### src/rtl/ram_port_arbiter_if.sv
// Requester and Ram2Ddr SRAM-port signal bundle for ram_port_arbiter.
// slave = arbiter view, master = surrounding datapath / memory view.
interface ram_port_arbiter_if #(
   parameter int unsigned ADDR_W = 27,
   parameter int unsigned DATA_W = 32
);
   logic              a_req;
   logic              a_we;
   logic [ADDR_W-1:0] a_addr;
   logic [DATA_W-1:0] a_wdata;
   logic              a_ack;
   logic [DATA_W-1:0] a_rdata;
   logic              b_req;
   logic              b_we;
   logic [ADDR_W-1:0] b_addr;
   logic [DATA_W-1:0] b_wdata;
   logic              b_ack;
   logic [DATA_W-1:0] b_rdata;
   logic              busy;
   logic [ADDR_W-1:0] ram_a;
   logic [DATA_W-1:0] ram_dq_i;
   logic [DATA_W-1:0] ram_dq_o;
   logic              ram_cen;
   logic              ram_oen;
   logic              ram_wen;

   modport slave (
      input  a_req, a_we, a_addr, a_wdata, b_req, b_we, b_addr, b_wdata, ram_dq_o,
      output a_ack, a_rdata, b_ack, b_rdata, busy, ram_a, ram_dq_i, ram_cen, ram_oen, ram_wen
   );

   modport master (
      output a_req, a_we, a_addr, a_wdata, b_req, b_we, b_addr, b_wdata, ram_dq_o,
      input  a_ack, a_rdata, b_ack, b_rdata, busy, ram_a, ram_dq_i, ram_cen, ram_oen, ram_wen
   );
endinterface

### src/rtl/ram_port_arbiter.sv
// Round-robin two-port sequencer for the Ram2Ddr SRAM-style port: fixed-length
// accesses with setup and recovery phases, all outputs registered.
module ram_port_arbiter #(
   parameter int unsigned ADDR_W          = 27,
   parameter int unsigned DATA_W          = 32,
   parameter int unsigned ACCESS_CYCLES   = 27,
   parameter int unsigned RECOVERY_CYCLES = 2
) (
   input  logic               clk_100MHz,
   input  logic               rstn,
   ram_port_arbiter_if.slave  bus
);

   localparam logic [1:0] S_IDLE    = 2'd0;
   localparam logic [1:0] S_SETUP   = 2'd1;
   localparam logic [1:0] S_ACCESS  = 2'd2;
   localparam logic [1:0] S_RECOVER = 2'd3;

   localparam logic [7:0] ACC_LOAD = 8'(ACCESS_CYCLES - 1);
   localparam logic [7:0] REC_LOAD = 8'(RECOVERY_CYCLES - 1);

   logic [1:0]        state_q, state_d;
   logic [7:0]        cnt_q, cnt_d;
   logic              last_b_q, last_b_d;
   logic              gnt_b_q, gnt_b_d;
   logic              we_q, we_d;
   logic [ADDR_W-1:0] addr_q, addr_d;
   logic [DATA_W-1:0] wdata_q, wdata_d;
   logic              cen_q, cen_d;
   logic              oen_q, oen_d;
   logic              wen_q, wen_d;
   logic              a_ack_q, a_ack_d;
   logic              b_ack_q, b_ack_d;
   logic [DATA_W-1:0] a_rdata_q, a_rdata_d;
   logic [DATA_W-1:0] b_rdata_q, b_rdata_d;
   logic              busy_q, busy_d;
   logic              pick_b;

   always_comb begin
      state_d   = state_q;
      cnt_d     = cnt_q;
      last_b_d  = last_b_q;
      gnt_b_d   = gnt_b_q;
      we_d      = we_q;
      addr_d    = addr_q;
      wdata_d   = wdata_q;
      cen_d     = 1'b1;
      oen_d     = 1'b1;
      wen_d     = 1'b1;
      a_ack_d   = 1'b0;
      b_ack_d   = 1'b0;
      a_rdata_d = a_rdata_q;
      b_rdata_d = b_rdata_q;
      // On a tie, B wins only if A was granted last.
      pick_b    = bus.b_req && (!bus.a_req || !last_b_q);

      case (state_q)
         S_IDLE: begin
            if (bus.a_req || bus.b_req) begin
               gnt_b_d  = pick_b;
               last_b_d = pick_b;
               we_d     = pick_b ? bus.b_we    : bus.a_we;
               addr_d   = pick_b ? bus.b_addr  : bus.a_addr;
               wdata_d  = pick_b ? bus.b_wdata : bus.a_wdata;
               state_d  = S_SETUP;
            end
         end
         S_SETUP: begin
            cen_d   = 1'b0;
            oen_d   = we_q;
            wen_d   = !we_q;
            cnt_d   = ACC_LOAD;
            state_d = S_ACCESS;
         end
         S_ACCESS: begin
            if (cnt_q == '0) begin
               cnt_d   = REC_LOAD;
               state_d = S_RECOVER;
               a_ack_d = !gnt_b_q;
               b_ack_d = gnt_b_q;
               if (!we_q && !gnt_b_q) a_rdata_d = bus.ram_dq_o;
               if (!we_q &&  gnt_b_q) b_rdata_d = bus.ram_dq_o;
            end else begin
               cnt_d = cnt_q - 8'd1;
               cen_d = 1'b0;
               oen_d = we_q;
               wen_d = !we_q;
            end
         end
         default: begin
            if (cnt_q == '0) state_d = S_IDLE;
            else             cnt_d   = cnt_q - 8'd1;
         end
      endcase

      busy_d = (state_d != S_IDLE);
   end

   always_ff @(posedge clk_100MHz or negedge rstn) begin
      if (!rstn) begin
         state_q   <= S_IDLE;
         cnt_q     <= '0;
         last_b_q  <= 1'b1;
         gnt_b_q   <= 1'b0;
         we_q      <= 1'b0;
         addr_q    <= '0;
         wdata_q   <= '0;
         cen_q     <= 1'b1;
         oen_q     <= 1'b1;
         wen_q     <= 1'b1;
         a_ack_q   <= 1'b0;
         b_ack_q   <= 1'b0;
         a_rdata_q <= '0;
         b_rdata_q <= '0;
         busy_q    <= 1'b0;
      end else begin
         state_q   <= state_d;
         cnt_q     <= cnt_d;
         last_b_q  <= last_b_d;
         gnt_b_q   <= gnt_b_d;
         we_q      <= we_d;
         addr_q    <= addr_d;
         wdata_q   <= wdata_d;
         cen_q     <= cen_d;
         oen_q     <= oen_d;
         wen_q     <= wen_d;
         a_ack_q   <= a_ack_d;
         b_ack_q   <= b_ack_d;
         a_rdata_q <= a_rdata_d;
         b_rdata_q <= b_rdata_d;
         busy_q    <= busy_d;
      end
   end

   assign bus.ram_a    = addr_q;
   assign bus.ram_dq_i = wdata_q;
   assign bus.ram_cen  = cen_q;
   assign bus.ram_oen  = oen_q;
   assign bus.ram_wen  = wen_q;
   assign bus.a_ack    = a_ack_q;
   assign bus.b_ack    = b_ack_q;
   assign bus.a_rdata  = a_rdata_q;
   assign bus.b_rdata  = b_rdata_q;
   assign bus.busy     = busy_q;

endmodule
### src/flat_wrapper.sv
// flat-port wrapper written by rule: the top's interface ports become plain ports
module ram_port_arbiter_flat 
#(
   parameter int unsigned ADDR_W          = 27,
   parameter int unsigned DATA_W          = 32,
   parameter int unsigned ACCESS_CYCLES   = 27,
   parameter int unsigned RECOVERY_CYCLES = 2
)
  (clk_100MHz, rstn, bus_a_req, bus_a_we, bus_a_addr, bus_a_wdata, bus_b_req, bus_b_we, bus_b_addr, bus_b_wdata, bus_ram_dq_o, bus_a_ack, bus_a_rdata, bus_b_ack, bus_b_rdata, bus_busy, bus_ram_a, bus_ram_dq_i, bus_ram_cen, bus_ram_oen, bus_ram_wen);
  ram_port_arbiter_if #(.ADDR_W(ADDR_W), .DATA_W(DATA_W)) bus_i ();
  input  logic clk_100MHz;
  input  logic rstn;
  input wire logic [$bits(bus_i.a_req)-1:0] bus_a_req;
  input wire logic [$bits(bus_i.a_we)-1:0] bus_a_we;
  input wire logic [$bits(bus_i.a_addr)-1:0] bus_a_addr;
  input wire logic [$bits(bus_i.a_wdata)-1:0] bus_a_wdata;
  input wire logic [$bits(bus_i.b_req)-1:0] bus_b_req;
  input wire logic [$bits(bus_i.b_we)-1:0] bus_b_we;
  input wire logic [$bits(bus_i.b_addr)-1:0] bus_b_addr;
  input wire logic [$bits(bus_i.b_wdata)-1:0] bus_b_wdata;
  input wire logic [$bits(bus_i.ram_dq_o)-1:0] bus_ram_dq_o;
  output wire logic [$bits(bus_i.a_ack)-1:0] bus_a_ack;
  output wire logic [$bits(bus_i.a_rdata)-1:0] bus_a_rdata;
  output wire logic [$bits(bus_i.b_ack)-1:0] bus_b_ack;
  output wire logic [$bits(bus_i.b_rdata)-1:0] bus_b_rdata;
  output wire logic [$bits(bus_i.busy)-1:0] bus_busy;
  output wire logic [$bits(bus_i.ram_a)-1:0] bus_ram_a;
  output wire logic [$bits(bus_i.ram_dq_i)-1:0] bus_ram_dq_i;
  output wire logic [$bits(bus_i.ram_cen)-1:0] bus_ram_cen;
  output wire logic [$bits(bus_i.ram_oen)-1:0] bus_ram_oen;
  output wire logic [$bits(bus_i.ram_wen)-1:0] bus_ram_wen;
  assign bus_i.a_req = bus_a_req;
  assign bus_i.a_we = bus_a_we;
  assign bus_i.a_addr = bus_a_addr;
  assign bus_i.a_wdata = bus_a_wdata;
  assign bus_i.b_req = bus_b_req;
  assign bus_i.b_we = bus_b_we;
  assign bus_i.b_addr = bus_b_addr;
  assign bus_i.b_wdata = bus_b_wdata;
  assign bus_i.ram_dq_o = bus_ram_dq_o;
  assign bus_a_ack = bus_i.a_ack;
  assign bus_a_rdata = bus_i.a_rdata;
  assign bus_b_ack = bus_i.b_ack;
  assign bus_b_rdata = bus_i.b_rdata;
  assign bus_busy = bus_i.busy;
  assign bus_ram_a = bus_i.ram_a;
  assign bus_ram_dq_i = bus_i.ram_dq_i;
  assign bus_ram_cen = bus_i.ram_cen;
  assign bus_ram_oen = bus_i.ram_oen;
  assign bus_ram_wen = bus_i.ram_wen;
  ram_port_arbiter #(.ADDR_W(ADDR_W), .DATA_W(DATA_W), .ACCESS_CYCLES(ACCESS_CYCLES), .RECOVERY_CYCLES(RECOVERY_CYCLES)) u_core (.clk_100MHz(clk_100MHz), .rstn(rstn), .bus(bus_i));
endmodule
### config.mk
export PLATFORM = sky130hd
export DESIGN_NAME = ram_port_arbiter_flat
export DESIGN_NICKNAME = d
export VERILOG_FILES = /design/src/rtl/ram_port_arbiter_if.sv /design/src/rtl/ram_port_arbiter.sv /design/src/flat_wrapper.sv
export SDC_FILE = /design/constraint.sdc
export NUM_CORES = 1
export LEC_CHECK = 0
export ABC_AREA = 1
export CAP_MARGIN = 20
export CORE_MARGIN = 2
export CORE_UTILIZATION = 39
export CTS_BUF_LIST = sky130_fd_sc_hd__clkbuf_8
export DETAILED_ROUTE_END_ITERATION = 12
export GPL_ROUTABILITY_DRIVEN = 0
export GPL_TIMING_DRIVEN = 0
export PLACE_DENSITY = 0.79
export RECOVER_POWER = 25
export SYNTH_ARGS = -nofsm -noshare
export SYNTH_HDL_FRONTEND = slang
export SYNTH_SLANG_ARGS = --single-unit
### constraint.sdc
create_clock -name clk_100MHz -period 1.6 [get_ports clk_100MHz]
set_input_delay 0.16 -clock clk_100MHz [delete_from_list [all_inputs] [get_ports clk_100MHz]]
set_output_delay 0.16 -clock clk_100MHz [all_outputs]
set_load 0.02 [all_outputs]
==> run summary, run 1 <==
Top post-synthesis cells by area: dfrtp_1 55%, nand2_1 19%, a31oi_1 5.9%, nor2_1 4.4%, nand3_1 3.3%
Register share of total power: 31.9%
Synthesis Warnings: 0
VDD IR max: 0.789 mV
Status: finished with violations
RSZ-0062 raised after global routing: true
Most used DFF post-synth: dfrtp_1
Net Sw Frac: 44.5%
Global Route Usage Sum: 25.3%
Clock Skew: 14.7 ps
Reg2reg start: u_core.cnt_q[0]
Final net count: 1247
PwrDens: 1820 mW/mm^2
CP Data Arrival Time: 2170 ps
Setup ws final: -180 ps
Routed WL: 23.1 mm
GRT overflow: 0
Most common cell in the synthesized netlist: nand2_1
Final design utilization: 68.4%
Clock buffer count from CTS: 17
Hold Slack: 245 ps
CP startpoint kind: flip-flop
Crit path kind: reg2reg
Sequential fraction of the synthesis area: 57.1%
Via density: 4.98
Reg area: 0.00356 mm^2
Highest Clock Rate: 562 MHz
Die Width: 130 um
Reg2reg end: u_core.bus.a_rdata[21]
Clock share of power: 14.8%
Static leakage power: 4.83 nW
Final Setup Violations: 64
Internal power: 10.9 mW
Asr flop ratio synth: 100%
Detail Route Antenna Nets: 0
Syn Nets: 896
Largest net degree at the start of global routing: 94
Via count of the first global-routing pass: 6287
Initial core utilization: 39.5%
Area grow syn2layout: 73.1%
Crit. Startpoint: u_core.cnt_q[0]
Tcrit/Tclk final: 111%
Port Buffers: 284
# rows: 46
Slew at the pin closest to its max-slew limit: 1190 ps
Area of placed instances: 0.00938 mm^2
Top-area cell type share of the netlist area: 55.4%
Max Cap Viol: 0
Clock latency at the later pin of the worst-skew pair: 460 ps
Critical Path Sink: u_core.bus.a_rdata[21]
CTS Sinks: 142
CP Capture Type: flip-flop
Core Region: 0.0158 mm^2
Crit path time final: 1780 ps
CTS tree: yes
Max Transition Viols Final: 0
I/O Pins: 285
CTS Buffer Depth: 2
Power share of the combinational group: 53.3%
Chip height: 130 um
Mapped Cells: 734
Total power: 19.7 mW
Top post-synthesis cells by count: 311 x nand2_1, 138 x dfrtp_1, 73 x nor2_1, 59 x a31oi_1, 41 x nand3_1
First-pass GRT wire length: 32.7 mm
Failing checks: negative setup slack
Final Hold Viols: 0
Avg WL per Cell: 17.6 um
Reg2reg path depth: 11
Detailed router's first-iteration violation count: 320
Cell area after synthesis: 0.00623 mm^2
# diodes: 0
Multi-input gate area: 0.00272 mm^2
Initial antenna violation count: 0
CP required: 1990 ps
Switching power: 8.75 mW
Design area: 0.0108 mm^2
Synth Area per Inst: 8.49 um^2
CTS clk-pin slew, worst paths: 90 ps
H-tree depth: 4
Yosys top cell by area: dfrtp_1
First-pass iteration count of the detailed router: 5
Vias after detailed routing: 6542
Post-DP HPWL: 15.3 mm
Post-synth EDFFs: 0
Netlist cell types: 28
DR DRC count: 0
Clock root buffer: clkbuf_8
Die Area: 0.0170 mm^2
Share of layout cells above drive strength 1: 20.4%
Hold Crit Class: in2reg
Crit Path Max Fanout: 5
Max-slew headroom: 20.9%
# fillers: 1223
Synth Register Bits: 142
Reg2Reg Setup Slack: -180 ps
==> through the flow <==
| stage | std cells | TNS, ps | setup WS (ps) |
|---|---|---|---|
| 2_1_floorplan | 734 | 0 | 10.7 |
| 3_3_place_gp | 1234 | -807710 | -5440 |
| 3_5_place_dp | 1235 | -47820 | -602 |
| 4_1_cts | 1298 | -4280 | -103 |
| 5_1_grt | 1314 | -30700 | -259 |
| 6_report | 1314 | -7690 | -180 |
==> power groups by stage <==
stage | Sequential (mW) | Clock (mW) | Combinational [mW]
detailed placement | 6.27 | 0 | 9.73
CTS | 6.14 | 2.95 | 9.42
floorplan | 8.01 | 0 | 3.33
global placement | 6.23 | 0 | 9.57
finish | 6.28 | 2.90 | 10.5
global route | 6.47 | 3.12 | 11.3
==> what timing repair did <==
item	4_1_cts	5_1_grt
hold endpoints to repair	49	0
setup buffers	24	10
hold buffers	1	0
endpoints found under the setup margin	253	146
cloned	7	7
resized for setup	195	142
pin swaps	31	37
==> critical path, cell delays in order, from the launching register on <==
cell       delay, ps
dfrtp_1          400
inv_2             90
ha_4             150
nand3_4          100
nor2_8           160
nand2_8           80
buf_12           130
nor2_8           130
buf_8            160
clkbuf_16        140
nand3_1           80
nand2_1          110
==> flip-flops by register name, indices dropped and copies added, names as in the netlist, 2 cells and up <==
signal / count
u_core.bus.a_rdata: 32
u_core.bus.ram_dq_i: 32
u_core.cnt_q: 8
u_core.bus.ram_a: 27
u_core.state_q: 2
u_core.bus.b_rdata: 32
==> worst min-delay path by stage <==
| stage | start | end | slack (ps) | depth (start not counted) |
|---|---|---|---|---|
| 5_1_grt | bus_b_wdata[7] | u_core.bus.ram_dq_i[7] | 230 | 3 |
| 3_3_place_gp | u_core.bus.a_rdata[17] | u_core.bus.a_rdata[17] | 450 | 2 |
| 3_5_place_dp | rstn | u_core.bus.a_rdata[26] | 140 | 1 |
| 6_report | bus_b_wdata[7] | u_core.bus.ram_dq_i[7] | 240 | 3 |
| 4_1_cts | rstn | u_core.bus.a_rdata[26] | 190 | 2 |
| 2_1_floorplan | rstn | u_core.bus.a_ack | -140 | 0 |
==> area by class of cell <==
type / count / share of cell area [%]
sequential: 142 / 33.0
timing repair buffer: 333 / 31.3
multi-input combinational: 526 / 25.2
buffer: 40 / 3.47
tap: 216 / 2.50
clock buffer: 17 / 2.17
clock inverter: 15 / 1.43
inverter: 25 / 0.974
==> cells by family (layout without fill, tap and decap cells) <==
logic type | count (synthesis) | count (layout) | share of synthesized area (%)
AO/OA/AOI/OAI | 78 | 78 | 7.55
XOR/XNOR | 1 | 1 | 0.141
AND/OR/NAND/NOR | 441 | 441 | 28.9
adder cells (fa/ha/maj) | 6 | 6 | 1.20
buffers and inverters | 66 | 430 | 5.10
flip-flops | 142 | 142 | 57.1
==> cell usage in the layout, fill, tap and decap left out, types with 5 or more instances in the layout <==
master and instances:
a21oi_1 7, a31oi_1 58, buf_4 24, buf_6 18
buf_8 14, clkbuf_16 7, clkbuf_2 13, clkbuf_8 17
clkdlybuf4s50_1 154, dfrtp_1 138, dlygate4sd2_1 118, dlymetal6s2s_1 11
inv_1 18, inv_6 7, nand2_1 245, nand2_2 56
nand2_4 12, nand3_1 34, nand3_2 6, nor2_1 67
nor2_2 5, o21ai_0 8
==> layer usage <==
metal,GRT usage [%],vias to the layer above,routed length (um)
met3,9.00,44,2000
met4,10.6,0,613
li1,-,3083,-
met2,45.2,271,12300
met1,27.2,3144,8200
met5,0,-,0
No activity file was read; power rests on OpenSTA's default activity.
==> run 2: changes to the inputs <==
Settings changed: CAP_MARGIN 20 to default.
==> run 2 against run 1 <==
Net effect: the run still ends with negative setup slack left; final cell count did not move; sequential power barely moved; combinational power barely moved; clock skew did not move; fmax did not move; hold slack did not move; clock power barely moved; total power did not move; via count did not move; critical path type unchanged.
==> run summary, run 2 (synthesis gave the netlist of run 1 again) <==
Crit path kind: reg2reg (unchanged)
RSZ-0062 raised after global routing: true (unchanged)
Most frequent cells in the layout: 245 x nand2_1, 154 x clkdlybuf4s50_1, 138 x dfrtp_1 (unchanged)
Area of placed instances: 0.00938 mm^2 (unchanged)
Failing checks: negative setup slack (unchanged)
Slew at the pin closest to its max-slew limit: 1190 ps (unchanged)
Reg2Reg Setup Slack: -180 ps (about the same)
Vias after detailed routing: 6542 (unchanged)
DR DRC count: 0 (unchanged)
CTS tree: yes (unchanged)
Post-DP HPWL: 15.3 mm (unchanged)
Hold Crit Class: in2reg (unchanged)
CTS Buffer Depth: 2 (unchanged)
Hold-critical path depth: 3 (unchanged)
Clock root buffer: clkbuf_8 (unchanged)
Clock buffer count from CTS: 17 (unchanged)
Initial antenna violation count: 0 (unchanged)
Detail Route Antenna Nets: 0 (unchanged)
Clock Skew: 14.7 ps (unchanged)
Total power: 19.7 mW (unchanged)
Area grow syn2layout: 73.1% (unchanged)
Via density: 4.98 (unchanged)
Status: finished with violations (unchanged)
Net Sw Frac: 44.5% (unchanged)
CP Data Arrival Time: 2170 ps (about the same)
Internal power: 10.9 mW (unchanged)
VDD IR max: 0.789 mV (unchanged)
Static leakage power: 4.83 nW (unchanged)
Die Area: 0.0170 mm^2 (unchanged)
Core Region: 0.0158 mm^2 (unchanged)
CP Capture Type: flip-flop (unchanged)
Min-Delay Startpoint: bus_b_wdata[7] (unchanged)
Setup ws final: -180 ps (unchanged)
# rows: 46 (unchanged)
H-tree depth: 4 (unchanged)
Commonest non-fill, non-tap cell in the layout: nand2_1 (unchanged)
Switching power: 8.75 mW (unchanged)
First-pass iteration count of the detailed router: 5 (unchanged)
Reg2reg end: u_core.bus.a_rdata[21] (unchanged)
Share of layout cells above drive strength 1: 20.4% (unchanged)
Clock latency at the later pin of the worst-skew pair: 460 ps (about the same)
Max Transition Viols Final: 0 (unchanged)
Register share of total power: 31.9% (about the same)
CTS Sinks: 142 (unchanged)
# fillers: 1223 (unchanged)
Max Cap Viol: 0 (unchanged)
I/O Pins: 285 (unchanged)
Highest Clock Rate: 562 MHz (unchanged)
Crit path time final: 1780 ps (unchanged)
Via count of the first global-routing pass: 6287 (unchanged)
Chip height: 130 um (unchanged)
Final net count: 1247 (unchanged)
Largest net degree at the start of global routing: 94 (unchanged)
GRT overflow: 0 (unchanged)
Hold EP: u_core.bus.ram_dq_i[7] (unchanged)
CP required: 1990 ps (about the same)
Design area: 0.0108 mm^2 (unchanged)
PwrDens: 1820 mW/mm^2 (unchanged)
Clock share of power: 14.8% (about the same)
Reg2reg path depth: 11 (unchanged)
Routed WL: 23.1 mm (unchanged)
First-pass GRT wire length: 32.7 mm (unchanged)
Power share of the combinational group: 53.3% (about the same)
Reg2reg start: u_core.cnt_q[0] (unchanged)
Max-slew headroom: 20.9% (unchanged)
Final Hold Viols: 0 (unchanged)
Global Route Usage Sum: 25.3% (unchanged)
Tcrit/Tclk final: 111% (unchanged)
Die Width: 130 um (unchanged)
CP startpoint kind: flip-flop (unchanged)
Port Buffers: 284 (unchanged)
Initial core utilization: 39.5% (unchanged)
CTS clk-pin slew, worst paths: 90 ps (about the same)
Avg WL per Cell: 17.6 um (unchanged)
Final Setup Violations: 64 (unchanged)
Crit Path Max Fanout: 5 (unchanged)
# diodes: 0 (unchanged)
Final design utilization: 68.4% (unchanged)
Detailed router's first-iteration violation count: 320 (unchanged)
==> run 2: final cells by class <==
class                   instances  area (um^2)  area share (%)
clock buffers                  17          234            2.17
multi-input cells             526         2720            25.2
flip-flops and latches        142         3560            33.0
inverters                      25          105           0.974
clock inverters                15          154            1.43
plain buffers                  40          374            3.47
repair buffers                333         3380            31.3
well taps                     216          270            2.50
==> run 2: stage by stage <==
stage          setup TNS, ps  cells  setup WS (ps)  hold WS [ps]
6_report               -7690   1314           -180           245
5_1_grt               -30700   1314           -259           233
4_1_cts                -4280   1298           -103           189
3_5_place_dp          -47820   1235           -602           136
3_3_place_gp         -807710   1234          -5440           452
2_1_floorplan              0    734           10.7          -136
==> run 2: how the worst max path moves through the flow <==
stage	start	end	slack, ps	cells past startpoint
final	u_core.cnt_q[0]	u_core.bus.a_rdata[21]	-180	11
after detailed placement	u_core.state_q[0]	u_core.bus.ram_dq_i[17]	-600	8
after global placement	rstn	u_core.bus.ram_a[12]	-5440	1
after global routing	u_core.cnt_q[0]	u_core.bus.a_rdata[18]	-260	11
after CTS	u_core.cnt_q[1]	u_core.bus.a_rdata[25]	-100	11
after floorplan	u_core.cnt_q[0]	u_core.bus.a_rdata[15]	10	10
==> run 2: critical path: stages, from the launching register on <==
cell	delay [ps]
dfrtp_1	400
inv_2	90
ha_4	150
nand3_4	100
nor2_8	160
nand2_8	80
buf_12	130
nor2_8	130
buf_8	160
clkbuf_16	140
nand3_1	80
nand2_1	110
==> run 2: power by group through the flow <==
stage	Combinational, mW	Clock [mW]	Sequential [mW]
after global routing	11.3	3.12	6.47
after detailed placement	9.73	0	6.27
after floorplan	3.33	0	8.01
final	10.5	2.90	6.28
after CTS	9.42	2.95	6.14
after global placement	9.57	0	6.23
==> run 2: what timing repair did <==
item / CTS / global route
gates cloned: 7 / 7
endpoints found under the hold margin: 49 / 0
gates resized for setup: 195 / 142
setup buffers: 24 / 10
pin swaps: 31 / 37
setup endpoints to repair: 253 / 146
hold buffers: 1 / 0
==> run 2: per-layer routing <==
layer  track usage, %  wire length (um)
met1             27.2              8200
met3             9.00              2000
met5                0                 0
met4             10.6               613
met2             45.2             12300
